[config.mk]
export PLATFORM = sky130hd
export DESIGN_NAME = ifq
export DESIGN_NICKNAME = d
export VERILOG_FILES = /design/src/rtl/ifq.sv
export SDC_FILE = /design/constraint.sdc
export NUM_CORES = 1
export LEC_CHECK = 0
export CORE_ASPECT_RATIO = 0.75
export CORE_MARGIN = 2
export CORE_UTILIZATION = 30
export DETAILED_ROUTE_END_ITERATION = 7
export GPL_TIMING_DRIVEN = 0
export PLACE_DENSITY_LB_ADDON = 0.1
export SLEW_MARGIN = 20
export SYNTH_ARGS = -nofsm -noshare
export SYNTH_HDL_FRONTEND = slang
export SYNTH_SLANG_ARGS = --single-unit
[constraint.sdc]
create_clock -name clk -period 9 [get_ports clk]
set_input_delay 1.35 -clock clk [delete_from_list [all_inputs] [get_ports clk]]
set_output_delay 1.35 -clock clk [all_outputs]
set_load 0.05 [all_outputs]
[src/rtl/ifq.sv]
// Instruction fetch queue: fetches 128-bit lines from the I-cache and hands out one 32-bit
// instruction per read. Optional perf counters are built when IFQ_PERF_EN is defined.
module ifq #(
  parameter int DEPTH = 4
) (
  input  logic         clk,
  input  logic         rst,
  output logic [31:0]  cache_pc_in,
  output logic         cache_rd_en,
  input  logic [127:0] cache_dout,
  input  logic         cache_dout_valid,
  output logic [31:0]  ifq_inst,
  output logic [31:0]  ifq_pc_out,
  output logic         ifq_empty,
  input  logic         ifq_rd_en,
  input  logic         ifq_jump_branch_valid,
`ifdef IFQ_PERF_EN
  output logic [31:0]  ifq_perf_miss_cnt,
  output logic [31:0]  ifq_perf_flush_cnt,
`endif
  input  logic [31:0]  ifq_jump_branch_address
);

  localparam int AW = $clog2(DEPTH);

  logic [31:0]  fetch_pc, read_pc;
  logic [AW:0]  wp, rp;
  logic [1:0]   rd_word;
  logic [127:0] line_mem [DEPTH];

  logic empty, full, do_wr, do_rd;
  logic unused_addr_bits;

  assign unused_addr_bits = ^ifq_jump_branch_address[1:0];

  // Extra wrap bit tells full from empty when the index bits match.
  assign empty = (wp == rp);
  assign full  = (wp[AW-1:0] == rp[AW-1:0]) && (wp[AW] != rp[AW]);

  assign cache_pc_in = {fetch_pc[31:4], 4'b0};
  assign cache_rd_en = !full && !ifq_jump_branch_valid;
  assign do_wr       = cache_rd_en && cache_dout_valid;
  assign do_rd       = ifq_rd_en && !empty;

  assign ifq_inst   = line_mem[rp[AW-1:0]][{rd_word, 5'b0} +: 32];
  assign ifq_pc_out = read_pc + 32'd4;
  assign ifq_empty  = empty;

  always_ff @(posedge clk) begin
    if (rst) begin
      fetch_pc <= '0;
      read_pc  <= '0;
      wp       <= '0;
      rp       <= '0;
      rd_word  <= '0;
    end else if (ifq_jump_branch_valid) begin
      // Redirect: drop everything queued and restart mid-line at the target word.
      wp       <= '0;
      rp       <= '0;
      fetch_pc <= {ifq_jump_branch_address[31:4], 4'b0};
      read_pc  <= {ifq_jump_branch_address[31:2], 2'b0};
      rd_word  <= ifq_jump_branch_address[3:2];
    end else begin
      if (do_wr) begin
        wp       <= wp + 1'b1;
        fetch_pc <= fetch_pc + 32'd16;
      end
      if (do_rd) begin
        read_pc <= read_pc + 32'd4;
        rd_word <= rd_word + 2'd1;
        if (rd_word == 2'd3) rp <= rp + 1'b1;
      end
    end
  end

  // Line store carries no reset; pointers alone define validity.
  always_ff @(posedge clk) begin
    if (!rst && do_wr) line_mem[wp[AW-1:0]] <= cache_dout;
  end

`ifdef IFQ_PERF_EN
  always_ff @(posedge clk) begin
    if (rst) begin
      ifq_perf_miss_cnt  <= '0;
      ifq_perf_flush_cnt <= '0;
    end else begin
      if (cache_rd_en && !cache_dout_valid && ifq_perf_miss_cnt != 32'hFFFF_FFFF)
        ifq_perf_miss_cnt <= ifq_perf_miss_cnt + 32'd1;
      if (ifq_jump_branch_valid && ifq_perf_flush_cnt != 32'hFFFF_FFFF)
        ifq_perf_flush_cnt <= ifq_perf_flush_cnt + 32'd1;
    end
  end
`endif

endmodule
Word-level counts from Yosys, hierarchy flattened --
Memories as Yosys holds them, arrays and structs flattened. A register that Yosys moved wholly into a read port is not among the register bits. Index checks and enable logic that the tools add are counted.
Operators by class: add/subtract/negate cells 5, multiply operators 0, divide/modulo/power cells 0, magnitude comparators 0, equality and inequality tests 4, shift-type cells 1, multiplexer cells 10, bitwise operators 0, reduce and logical (&&, ||, !) cells 13
Operators by type and width (count):
- two-way mux 32 bit | 4
- indexed part select 128 x 8 -> 32 bit | 1
- adder 32 x 3 -> 32 bit (second input constant) | 1
- adder 32 x 5 -> 32 bit (second input constant) | 1
- two-way mux 2 bit | 4
- adder 3 x 1 -> 3 bit (second input constant) | 2
- logical AND 1 bit | 5
- logical NOT 1 bit | 4
- nonzero test 2 bit | 2
- == test 3 bit | 1
- adder 2 x 1 -> 2 bit (second input constant) | 1
- == test 2 bit | 1
- == test 2 bit (second input constant) | 1
- two-way mux 1 bit | 2
- AND reduction 2 bit | 1
- OR reduction 2 bit | 1
- inequality test 1 bit | 1
Word-level totals: bits in registers 72, bits in latches 0, memory bits (writable) 512, bits in read-only memories 0, input bits 165, output and inout bits 98, logic and storage cells 41, memories kept 1
Memories:
- line_mem | words 4, bits a word 128, rd ports 1, clocked after Yosys merged registers in 1, wr ports 1, RTL line 29 | logic [127:0] line_mem [DEPTH];

Longest topological paths before layout --
word-level depth 8, mapped depth 7, depth with buffers taken out 6

Least setup slack after synthesis --
OpenSTA, ideal clock, no wires.
path type input to register, start input ifq_jump_branch_valid, end memory line_mem[3][0], enable pin, setup time 0.616 ns, data arrival time 7.317 ns, path slack 1.067 ns, stages on the path 4, buffers on the path 2, cells stage by stage clkbuf_1 or2_2 buf_1 nor2_1
Between the ends: longest elaborated chain between the ends 6
Ends and longest elaborated chain:
- start, declared | RTL line 16 | input logic ifq_jump_branch_valid,
- logical NOT 1 bit | RTL line 41 | assign cache_rd_en = !full && !ifq_jump_branch_valid;
- logical AND 1 bit | RTL line 41
- logical AND 1 bit | RTL line 42 | assign do_wr = cache_rd_en && cache_dout_valid;
- logical AND 1 bit | RTL line 78 | if (!rst && do_wr) line_mem[wp[AW-1:0]] <= cache_dout;
- two-way mux 1 bit | RTL line 78
- two-way mux 1 bit (implied by the code) | RTL line 78
- end, declared | RTL line 29
Every way passes these cells.

==> results.md <==
- Num rows: just under 90
- M1 GR Usage: 21.80%
- Clock Latency Late Sink: between 0.6 and 0.7 ns
- Min-delay src: read_pc[3]
- Sequential element share of the synthesized area: between 70 and 80%
- Syn Std Cell Area: ~0.023 mm²
- Post-route cell area: 0.02977 mm²
- Total design power: just over 6 mW
- Peak VDD IR: between 0.1 and 0.15 mV
- Final core occ: approximately two fifths
- Final hold vios: 0
- P per Cell Area: around 210 mW/mm²
- Most common cell after layout, fill and taps aside: edfxtp_1
- Kind of critical path: register to output port
- Final setup fails: 0
- EDFF count, synth: ~510
- FF+latch count, synth: between 500 and 600
- Max_cap viols: 0
- First-pass GRT wire length: 90440 µm
- Yosys Warn Count: 0
- Syn Inst Count: approximately 1.2k
- Mapped Avg Cell Area: approximately 19 µm²
- CP endpoint kind: output port
- Max incr delay on CP: slightly above 0.8 ns
- Highest Clock Rate: approximately 180 MHz
- GRT overflow: 0
- DP Wirelength: approximately 42000 µm
- Area growth syn-to-layout: 27.58%
- Drt pass-1 iters: 5
- Residual DRC: 0
- DR vias/cell: approximately 4.7
- Hold_buf cts: 0
- Die X: ~330 µm
- Crit path cell chain: clkbuf_1, clkbuf_1, mux4_2, mux4_2, clkdlybuf4s50_1
- Die Area: roughly 0.080 mm²
- Global Route Usage Sum: between 10% and 20%
- Number of DRC markers in iteration 0: 995
- Post-CTS Setup Bufs: 0
- Hold depth: 2
- Worst Path Arrival: a little over 4 ns
- HP Class: register to register
- Mux cell area share after synthesis: approximately 15%
- GRT busiest layer: met2
- Final antenna-violating net count: 0
- Status: completed
- Dpl ws: 4.084 ns
- Buf+Inv Stages, Crit Path: 3
- Delay-heaviest family, CP: buffers and inverters
- CP required: between 7 and 8 ns
- CORE AREA: 0.07696 mm²
- DIE HEIGHT: ~250 µm
- Simple-Gate Fraction of Synth Area: roughly 4.4%
- Adder-Cell Fraction of Synth Area: less than 1%
- Final Skew: approximately 0.013 ns
- RePlAce Congestion: 0.8315
- IO Count: around 260
- Worst r2r src: wp[0]
- Crit path depth: 5
- Commonest cells after routing, fill and taps aside: edfxtp_1 (512), clkdlybuf4s50_1 (253), mux4_2 (160)
- Setup repair after global routing missed its margin: no
- # H-tree levels: 2
- Met3 Resource Use GR: under 10%
- Tmin final: between 5 and 6 ns
- CP max-delay cell: clkbuf_1
- Resize count post-CTS: 0
- Leak: about 9.3 nW
- Vias: ~12k
- Slew Limit Fails: 0
- Layout cells sized above 1: 20.36%
- WL/cell: 23.62 µm
- Fin worst setup slack: about 3.5 ns
- R2R depth: 10
- Clk slew on worst S/H paths: around 0.060 ns
- Final worst-path cycle share: 60.84%
- Placed inst area: roughly 0.028 mm²
- Nets: 1736
- GRT met2 Usage: 23.88%
- Initial Util: between 30 and 40%
- Largest family of logic cells by synthesized area: multiplexers
- Total Wirelength: around 63000 µm
- Worst-path maximum fanout: 10
- XOR/XNOR Fraction of Synth Area: under 10%
- Yosys cell types: 51
- Max clock buf depth: 3
- CTS Buf Count: between 60 and 70
- I/O Buffers: approximately 250
- Slew @ Worst Pin: between 1 and 1.5 ns
- Clock Sinks: 580
- Post-synthesis compound-gate area fraction: under 10%
- Root Driver: clkbuf_16
- Rel. slew slack: about a quarter
- FFs w/ async S/R, synth: 0%
- Largest net degree at the start of global routing: 41
- Most used DFF post-synth: edfxtp_1
- Vias in the first global route: roughly 13k
- CTS tree: done
- Type of origin of the critical path: register
- Initial antenna violation count: 14
## metal layers
| metal | part of all wire (%) | vias up |
|---|---|---|
| li1 | - | 5665 |
| met1 | 46 | 6397 |
| met2 | 46 | 289 |
| met3 | 5.9 | 102 |
| met4 | 2.3 | 24 |
| met5 | 0.25 | - |
## metrics by stage
stage / std cells / setup TNS, ns / hold WS [ns]
after floorplan: 1229 / 0 / 0.4785
after global placement: 2517 / -804.22 / 0.4969
after detailed placement: 2535 / 0 / 0.4993
after CTS: 2651 / 0 / 0.5107
after global routing: 2651 / 0 / 0.5502
final: 2652 / 0 / 0.5141
## where the power goes
group | total (mW) | internal, mW | switching [mW]
Combinational | 0.472 | 0.194 | 0.279
Sequential | 3.00 | 2.97 | 0.0327
Clock | 2.72 | 1.64 | 1.08
## cell type report
class | count | area [µm²]
multi-input combinational | 548 | 6215
buffer | 73 | 337.8
fill | 7089 | 47190
antenna | 1 | 2.502
timing repair buffer | 271 | 2923
inverter | 28 | 105.1
clock buffer | 68 | 1553
sequential | 580 | 16740
tap | 1035 | 1295
clock inverter | 48 | 605.6
## worst reg2reg max path: stages (launching register included)
cell	delay [ns]
dfxtp_1	0.44
xor2_1	0.48
o31a_1	0.22
buf_2	0.25
buf_2	0.29
nand2_1	0.15
nor2_4	0.32
buf_12	0.23
buf_12	0.20
buf_12	0.21
buf_12	0.21
## path summary, 6_finish.rpt
kind / endpoint / slack, ns
max: ifq_inst[2] / 3.52
min: read_pc[3] / 0.51
max reg2reg: line_mem[3][124] / 5.69
min reg2reg: read_pc[3] / 0.51
## registers in the layout (all words and copies together) (netlist names), named ones only
register  cells
fetch_pc     28
line_mem    512
rd_word       2
read_pc      30
rp            3
wp            3
## logic make-up (layout without fill, tap and decap cells)
logic type	after synthesis	count (layout)
buffers and inverters	101	488
AOI/OAI and AO/OA	102	102
other	1	7
xor gates and xnor gates	83	83
and+or+nand+nor	189	189
muxes	160	160
adders and majority gates	8	8
DFF	580	580
## Yosys cell counts, types with 23 or more instances
cell type  number  area [µm²]
inv_1          28       105.1
nand3_1        23       115.1
mux4_2        160        3603
dfxtp_1        68        1361
clkbuf_1       37       138.9
a21oi_1        30       150.1
xnor2_1        39       341.6
nand2_1        43       161.4
nand4_1        27       168.9
xor2_1         44       385.4
edfxtp_1      512       15370
nor2_1         33       123.9
a21boi_0       31       232.7
(Power assumes the default switching activity.)
